**src/rtl/tia_pkg.sv**
```systemverilog
// Shared definitions for the TIA counter / delay-chain blocks.
//   TIA_MODE_DELAY / TIA_MODE_POLY : values of the tia_delay_chain mode input
//   TIA_HC_FB_MASK / TIA_HC_WRAP   : horizontal-counter feedback taps and wrap value
//   tia_word_t                     : 6-bit counter word
package tia_pkg;

  typedef logic [5:0] tia_word_t;

  localparam logic TIA_MODE_DELAY = 1'b0;
  localparam logic TIA_MODE_POLY  = 1'b1;

  localparam tia_word_t TIA_HC_FB_MASK = 6'b000011;
  localparam tia_word_t TIA_HC_WRAP    = 6'b000000;

endpackage

```
**src/rtl/tia_poly_fb.sv**
```systemverilog
// Combinational helper for the polynomial-counter mode of tia_delay_chain.
// Ports:
//   q         in  DEPTH  current chain contents
//   match_val in  DEPTH  decode value
//   fb        out 1      XNOR of the masked chain bits (next bit shifted into q[0])
//   all_ones  out 1      chain is in the XNOR lockup state
//   hit       out 1      chain equals match_val
module tia_poly_fb
  import tia_pkg::*;
#(
  parameter int              DEPTH   = 6,
  parameter logic [DEPTH-1:0] FB_MASK = DEPTH'(TIA_HC_FB_MASK)
) (
  input  logic [DEPTH-1:0] q,
  input  logic [DEPTH-1:0] match_val,
  output logic             fb,
  output logic             all_ones,
  output logic             hit
);

  assign fb       = ~^(q & FB_MASK);
  assign all_ones = &q;
  assign hit      = (q == match_val);

endmodule

```
**src/rtl/tia_delay_chain.sv**
```systemverilog
// DEPTH-stage shift chain with true/complement output of a selectable stage.
// Runs as a plain delay line or, when TIA_DELAY_CHAIN_POLY_EN is defined, as an
// XNOR polynomial counter with decode-and-wrap and lockup recovery.
// Without TIA_DELAY_CHAIN_POLY_EN the block is always a delay line, mode and
// match_val are ignored and match/lock are tied low.
// Ports:
//   clk       in  1              system clock, all state changes on posedge
//   rsyn      in  1              synchronous active-high reset
//   adv       in  1              advance enable, one chain step per cycle
//   din       in  1              serial input (delay mode)
//   mode      in  1              0 = delay line, 1 = polynomial counter
//   sel       in  $clog2(DEPTH)  stage driven onto out/tap
//   match_val in  DEPTH          poly decode value
//   q         out DEPTH          registered chain, q[0] newest bit
//   out       out 1              q[sel], 0 when sel >= DEPTH
//   tap       out 1              ~out
//   match     out 1              one-cycle wrap pulse
//   lock      out 1              one-cycle lockup-recovery pulse
module tia_delay_chain
  import tia_pkg::*;
#(
  parameter int               DEPTH     = 6,
  parameter logic [DEPTH-1:0] FB_MASK   = DEPTH'(TIA_HC_FB_MASK),
  parameter logic [DEPTH-1:0] RESET_VAL = DEPTH'(TIA_HC_WRAP)
) (
  input  logic                     clk,
  input  logic                     rsyn,
  input  logic                     adv,
  input  logic                     din,
  input  logic                     mode,
  input  logic [$clog2(DEPTH)-1:0] sel,
  input  logic [DEPTH-1:0]         match_val,
  output logic [DEPTH-1:0]         q,
  output logic                     out,
  output logic                     tap,
  output logic                     match,
  output logic                     lock
);

  localparam int SEL_W = $clog2(DEPTH);
  localparam logic [SEL_W:0] DEPTH_CMP = DEPTH[SEL_W:0];

  logic [DEPTH-1:0] q_nxt;
  logic             match_nxt;
  logic             lock_nxt;

`ifdef TIA_DELAY_CHAIN_POLY_EN
  logic fb;
  logic all_ones;
  logic hit;

  tia_poly_fb #(
    .DEPTH   (DEPTH),
    .FB_MASK (FB_MASK)
  ) u_poly_fb (
    .q         (q),
    .match_val (match_val),
    .fb        (fb),
    .all_ones  (all_ones),
    .hit       (hit)
  );

  // Wrap on decode takes priority over lockup recovery, which takes priority
  // over the normal XNOR step.
  always_comb begin
    q_nxt     = q;
    match_nxt = 1'b0;
    lock_nxt  = 1'b0;
    if (adv) begin
      if (mode == TIA_MODE_POLY) begin
        if (hit) begin
          q_nxt     = RESET_VAL;
          match_nxt = 1'b1;
        end else if (all_ones) begin
          q_nxt    = RESET_VAL;
          lock_nxt = 1'b1;
        end else begin
          q_nxt = {q[DEPTH-2:0], fb};
        end
      end else begin
        q_nxt = {q[DEPTH-2:0], din};
      end
    end
  end
`else
  // Delay-line only build: mode and match_val have no effect.
  logic unused_cfg;
  assign unused_cfg = ^{mode, match_val};

  always_comb begin
    q_nxt     = q;
    match_nxt = 1'b0;
    lock_nxt  = 1'b0;
    if (adv) begin
      q_nxt = {q[DEPTH-2:0], din};
    end
  end
`endif

  // Chain register and pulse flags; a reset edge also swallows any pending pulse.
  always_ff @(posedge clk) begin
    if (rsyn) begin
      q     <= RESET_VAL;
      match <= 1'b0;
      lock  <= 1'b0;
    end else begin
      q     <= q_nxt;
      match <= match_nxt;
      lock  <= lock_nxt;
    end
  end

  // Out-of-range selects read as 0 rather than an undefined stage.
  assign out = ({1'b0, sel} < DEPTH_CMP) ? q[sel] : 1'b0;
  assign tap = ~out;

endmodule

```
**config.mk**
```make
export PLATFORM = sky130hd
export DESIGN_NAME = tia_delay_chain
export DESIGN_NICKNAME = d
export VERILOG_FILES = /design/src/rtl/tia_pkg.sv /design/src/rtl/tia_poly_fb.sv /design/src/rtl/tia_delay_chain.sv
export SDC_FILE = /design/constraint.sdc
export NUM_CORES = 1
export LEC_CHECK = 0
export CORE_AREA = 2 2 39 41
export CTS_CLUSTER_DIAMETER = 50
export DETAILED_ROUTE_END_ITERATION = 8
export DIE_AREA = 0 0 41 43
export PLACE_DENSITY = 0.69
export SYNTH_ARGS = -nofsm -noshare
export SYNTH_HDL_FRONTEND = slang
export SYNTH_SLANG_ARGS = --single-unit
```
**constraint.sdc**
```tcl
create_clock -name clk -period 2.05 [get_ports clk]
set_clock_uncertainty 0.2 [all_clocks]
set_input_delay 0.3075 -clock clk [delete_from_list [all_inputs] [get_ports clk]]
set_output_delay 0.3075 -clock clk [all_outputs]
set_load 0.01 [all_outputs]
```
# Word level (Yosys, flattened, before mapping)
# Index checks and enable logic that the tools add are counted.
# W data, S select, Z words.
classes:
  n_lt_le_gt_ge: 2
  mux: 3
  n_bitwise: 1
op_table:
  columns: ["operator", "count"]
  rows:
  - ["$lt A3 B4 Y1 const B", 1]
  - ["$bmux W1 S3", 1]
  - ["$lt A3 B3 Y1 const B", 1]
  - ["$mux W1", 2]
  - ["$not A1 Y1", 1]
word_totals:
  output_inout_bits: 10
  wordCells: 7
  input_bits: 14
  reg_bits: 6

# Depth between registers and ports, before layout
# Gate-level depths: netlist of run 1.
logic_depth:
  depth_word: 4
  ltp_mapped: 3
  ltp_nobuf: 2

# Worst setup path after synthesis of run 1
# OpenSTA, ideal clock, no wires.
synth_timing:
  kind: "reg-to-output"
  startpoint: "register q[4]"
  endpoint: "output port tap"
  required_time_ps: 1542
  path_stages_with_launch: 3
  t_arrival_ps: 1050
  n_path_buf: 0
  setup_slack_ps: 493
  path_cell_list: "dfxtp_1 > mux4_2 > a22oi_1"
synth_via:
  elab_chain_cells: 4
synth_lines:
  columns: ["item", "line", "source"]
  rows:
  - ["from (decl)", "tia_delay_chain.sv:33", "output logic [DEPTH-1:0] q,"]
  - ["from (signal assigned)", "tia_delay_chain.sv:107", "q <= q_nxt;"]
  - ["$bmux W1 S3", "tia_delay_chain.sv:114", "assign out = ({1'b0, sel} < DEPTH_CMP) ? q[sel] : 1'b0;"]
  - ["$mux W1 (implied by the code)", "tia_delay_chain.sv:114", null]
  - ["$mux W1", "tia_delay_chain.sv:114", null]
  - ["$not A1 Y1", "tia_delay_chain.sv:115", "assign tap = ~out;"]
  - ["to (decl)", "tia_delay_chain.sv:35", "output logic tap,"]
# Every way passes these cells. The select of a mux whose other input is x is not followed.

# Worst setup path after layout of run 1
layout_timing:
  startpoint: "register q[5]"
  endpoint: "output port tap"
# Same word-level chain as after synthesis.

==> flow_summary.toml, run 1 <==
[outcome]
status = "finished, final reports clean"

[timing]
period_share = 0.9652
fin_worst_hold_slack_ps = 343.0
setup_viol = 0
finalHoldViolations = 0
rsz0062_at_grt = "no"
post-route-worst-setup-slack_ps = 71.42
slew_viol_final = 0
min_period_ps = 1979
max_freq_mhz = 505.4

[logic_synthesis]
syn_area_um2 = 286.5
synth-simple-area-share = 0.1004
ys_seq_elements = 6
postSynthAreaPerCell_um2 = 10.23
ys_types = 12
seq_area_frac_synth = 0.4192
yosys_warnings = 0
postSynthCellCount = 28
synth_xor_area_frac = 0
synth_top_family_by_area = "multiplexers"
synth_fa_ha_area_frac = 0
synth-compound-area-share = 0.05677
synthMuxAreaShare = 0.3275

[layout]
final_nets = 62
final_layout_size_suffix_gt1_frac = 0.1739
stdcell_area_um2 = 473.0
n_antenna_cell = 0
seq_area_um2 = 120.1
area_growth_pct = 65.07
top_regs = "q x6"
utilization = 0.3418
top_register = "q"
largest_reg_flops = 6
final.fill_count = 153
multi_input_area_um2 = 146.4

[worst_setup_path]
reg2reg_to = "q[5]$_SDFFE_PP0P_"
r2r_cells = 3
crit_type = "flip-flop to primary output"
crit_end = "tap"
crit_start = "q[5]$_SDFFE_PP0P_"
critPathLaunchType = "flip-flop"
required_ps = 1540
arrival_ps = 1470
r2r_slack_ps = 1120
crit_fanout = 3
r2r-start = "q[4]$_SDFFE_PP0P_"
worst_setup_path_end_kind = "primary output"

[detailed_routing]
vias = 258
wl_um = 596
drtAntennaViolNets = 0
firstDrtPassIters = 2
drt_iter0_drc = 1
drc = 0
routedWlPerCell_um = 9.613
viasPerCell = 4.161

[clocking]
cts_setup_buffers = 0
cts_buffers = 3
worstSkewPairLatency_ps = 230
cts.sinks = 6
cts_max_level = 1
max-clock-path-buffers = 2
ctsRootBufferMaster = "clkbuf_4"
cts_tree = "done"
clk_pin_slew_worst_paths_ps = 40

[global_routing]
overflow = 0
grt_pass1_vias = 218
grt_max_degree = 7
antenna_found_initial = 0
grt_pass1_wl_um = 800
track_usage = 0.07258

[floorplan]
io_pins = 24
start_util = 0.2071
die_x_um = 41
num_rows = 14
chipHeight_um = 43
fp.dieArea_mm2 = 0.001763
core_mm2 = 0.001384

[placed_design]
portBuffers = 14
globalplace.congestion = 0.6501
pre_cts_ws_ps = -514.4
hpwl_um = 493.6
place_area_um2 = 452.9

[flow_run]
maxCapViolCount = 0

[power]
leakagePower_uw = 0.0002051
p_per_area_mw_per_mm2 = 554.1
ir_drop_mv = 0.1847

[hold_path]
worstHoldPathType = "flip-flop to flip-flop"
-- area by class of cell --
| type | count | area share |
|---|---|---|
| Timing Repair Buffer | 17 | 0.3386 |
| Clock buffer | 3 | 0.04762 |
| Tap cell | 16 | 0.04233 |
| Multi-Input combinational cell | 19 | 0.3095 |
| Inverter | 1 | 0.007937 |
| Sequential cell | 6 | 0.2540 |
-- where the power goes --
| part | internal [µW] | leakage (µW) | switching (µW) | total (µW) |
|---|---|---|---|---|
| clock | 65.9 | 0.0000138 | 37.2 | 103 |
| combinational | 22.7 | 0.000143 | 14.8 | 37.5 |
| sequential | 120 | 0.0000486 | 1.94 | 121 |
-- stage by stage --
stage	TNS, ps	total power [µW]	cells
after floorplan	0	142.1	29
after global placement	-913.3	162.7	59
after detailed placement	-972.6	163.0	59
after CTS	0	267.9	62
after global routing	0	275.5	62
final	0	262.1	62
-- synth_stat cells --
library cell	number	area, µm²
a22o_1	1	8.760
a22oi_1	1	7.510
buf_2	1	5.000
buf_4	2	15.01
conb_1	1	3.750
dfxtp_1	6	120.1
inv_1	1	3.750
mux2_2	1	11.26
mux2i_1	6	60.06
mux4_2	1	22.52
nor2_1	6	22.52
nor2b_1	1	6.260
-- cell usage in the layout (no fill, tap or decap), drive strengths merged --
| master | n |
|---|---|
| mux4 | 1 |
| buf | 3 |
| clkdlybuf4s15 | 2 |
| dfxtp | 6 |
| nor2b | 1 |
| nor2 | 6 |
| mux2 | 1 |
| dlygate4sd2 | 2 |
| a22oi | 1 |
| clkbuf | 3 |
| clkdlybuf4s50 | 10 |
| inv | 1 |
| mux2i | 6 |
| conb | 2 |
| a22o | 1 |
-- critical path, cell delays in order (launching register included) --
cell and delay (ps):
dfxtp_1 320, mux4_2 480, a22oi_1 150, dlygate4sd2_1 290
-- how the worst min path moves through the flow --
stage | start | end | slack (ps) | cells past startpoint
2_1_floorplan | rsyn | q[0]$_SDFFE_PP0P_ | 180 | 1
3_3_place_gp | q[5]$_SDFFE_PP0P_ | q[5]$_SDFFE_PP0P_ | 320 | 2
3_5_place_dp | q[5]$_SDFFE_PP0P_ | q[5]$_SDFFE_PP0P_ | 340 | 2
4_1_cts | q[5]$_SDFFE_PP0P_ | q[5]$_SDFFE_PP0P_ | 350 | 2
5_1_grt | q[5]$_SDFFE_PP0P_ | q[5]$_SDFFE_PP0P_ | 380 | 2
6_report | q[5]$_SDFFE_PP0P_ | q[5]$_SDFFE_PP0P_ | 340 | 2
-- routing by layer --
layer	global-route usage	wire, µm
met2	0.1094	281
met4	0.06000	0
met3	0.03141	64
met1	0.07166	251
met5	0	0
-- repair_timing --
| item | CTS | global route |
|---|---|---|
| setup endpoints to repair | 2 | 2 |
| resized for setup | 4 | 2 |
| hold buffers | 0 | 0 |
| pin swaps | 0 | 0 |
-- logic make-up (layout without fill, tap and decap cells) --
group	count (synthesis)	in the layout
buf+inv	4	21
flops	6	6
mux	8	8
simple gates	7	7
compound gates	2	2
other cells	1	2
Note: power is estimated with default switching activity, not from simulation.
==> run 2: changes to the inputs <==
PLACE_DENSITY = 0.61   (was 0.69)
==> run 2 against run 1 <==
  * Final cell count is 1.6% higher
  * First-iteration DRC count is 100% higher
  * Maximum frequency is 2.7% higher
  * Combinational power is 5.6% higher
  * Sequential power hardly changed
  * Worst setup slack better by 53 ps
  * Critical endpoint unchanged
  * Non-clock buffer count is 1 higher
  * Largest cell class unchanged
==> flow_summary.toml, run 2 (synthesized netlist as in run 1, its figures left out) <==
[worst_setup_path]
crit_type = "input pin to primary output"
arrival_ps = 1420
required_ps = 1540
critPathLaunchType = "input pin"
worst_setup_path_end_kind = "primary output"
critical_path_buf_inv_count = 2
path_cells = "clkdlybuf4s50_1 -> mux4_2 -> a22oi_1 -> clkbuf_2"
crit_fanout = 2
cpPeakStageDelay_ps = 490
crit_slowest_cell = "clkdlybuf4s50_1"
cp_top_family = "buffers and inverters"

[clocking]
ctsRootBufferMaster = "clkbuf_4"
cts_hold_buf = 0
cts_max_level = 1
cts_tree = "done"
cts_buffers = 3
worstSkewPairLatency_ps = 240
cts.sinks = 6
clk_pin_slew_worst_paths_ps = 50
max-clock-path-buffers = 2

[global_routing]
overflow = 0
grt_pass1_vias = 206
track_usage = 0.06848
grt_max_degree = 7
antenna_found_initial = 0
grt_pass1_wl_um = 779

[layout]
area_growth_pct = 64.63
final_common_cell = "clkdlybuf4s50_1"
final.fill_count = 155
largest_reg_flops = 6
instances_no_fill = 63
layout_common_cells = "11 x clkdlybuf4s50_1, 6 x mux2i_1, 6 x nor2_1, 6 x dfxtp_1, 4 x buf_4"
top_register = "q"
n_antenna_cell = 0
final_layout_size_suffix_gt1_frac = 0.2340
final_nets = 63
stdcell_area_um2 = 471.7
utilization = 0.3409
top_regs = "q x6"

[timing]
slew_viol_final = 0
rsz0062_at_grt = "no"
setup_viol = 0
min_period_ps = 1926
max_freq_mhz = 519.2
finalHoldViolations = 0
period_share = 0.9395
post-route-worst-setup-slack_ps = 124.0

[floorplan]
start_util = 0.2071
core_mm2 = 0.001384
num_rows = 14
io_pins = 24
chipHeight_um = 43
die_x_um = 41
fp.dieArea_mm2 = 0.001763

[power]
leakagePower_uw = 0.0002110
ir_drop_mv = 0.2279
p_per_area_mw_per_mm2 = 571.8
power_uw = 269.7

[placed_design]
globalplace.congestion = 0.6295
place_area_um2 = 460.4
dp.cells = 60
hpwl_um = 465.3
portBuffers = 14
pre_cts_ws_ps = -492.3

[detailed_routing]
firstDrtPassIters = 4
drt_iter0_drc = 2
vias = 261
viasPerCell = 4.143
drtAntennaViolNets = 0
drc = 0
wl_um = 602
routedWlPerCell_um = 9.556

[outcome]
status = "finished, final reports clean"

[flow_run]
maxCapViolCount = 0

[hold_path]
worstHoldPathType = "flip-flop to flip-flop"
==> run 2: changes by cell type in the layout (fill, tap and decap cells not counted) <==
cell	before	now
buf_4	3	4
dlygate4sd2_1	2	1
clkbuf_2	0	2
clkdlybuf4s15_1	2	0
clkdlybuf4s50_1	10	11
==> run 2: what timing repair did <==
action                                  in CTS  in global routing
gates resized for setup                      4                  3
endpoints found under the setup margin       2                  2
setup buffers                                0                  0
pin swaps                                    0                  0
==> run 2: power breakdown <==
group | switching, µW | total, µW | internal [µW]
logic | 15.5 | 39.6 | 24.1
clock network | 43.1 | 109 | 66.3
registers | 1.37 | 121 | 119
==> run 2: path summary, 6_finish.rpt <==
path                          start                 to  slack, ps  cells after the start
hold reg to reg   q[5]$_SDFFE_PP0P_  q[5]$_SDFFE_PP0P_        330                      2
setup reg to reg  q[1]$_SDFFE_PP0P_  q[2]$_SDFFE_PP0P_       1120                      3
hold / removal    q[5]$_SDFFE_PP0P_  q[5]$_SDFFE_PP0P_        330                      2
setup / recovery             sel[2]                tap        120                      4
==> run 2: routing by layer <==
metal  GRT usage  wire length, µm
met3     0.01571               69
met4     0.06000                0
met5           0                0
met1     0.09416              282
met2     0.08438              251
==> run 2: cell type report <==
| class | instances | area (µm²) | area share |
|---|---|---|---|
| Clock buffer | 3 | 22.52 | 0.04775 |
| Sequential cell | 6 | 120.1 | 0.2546 |
| Tap cell | 16 | 20.02 | 0.04244 |
| Timing Repair Buffer | 18 | 158.9 | 0.3369 |
| Multi-Input combinational cell | 19 | 146.4 | 0.3103 |
| Inverter | 1 | 3.754 | 0.007958 |
==> run 2: per-stage QoR <==
| step | TNS [ps] | hold slack [ps] |
|---|---|---|
| detailed placement | -934.3 | 312.2 |
| finish | 0 | 329.3 |
| floorplan | 0 | 179.9 |
| global route | 0 | 341.2 |
| global placement | -921.4 | 309.2 |
| CTS | 0 | 323.3 |
==> run 2: worst reg2reg max path, delay by kind of cell, from the launching register on <==
kind / cells / cell delay [ps]
flops: 1 / 300
mux: 1 / 120
buf+inv: 1 / 130
simple gates: 1 / 50
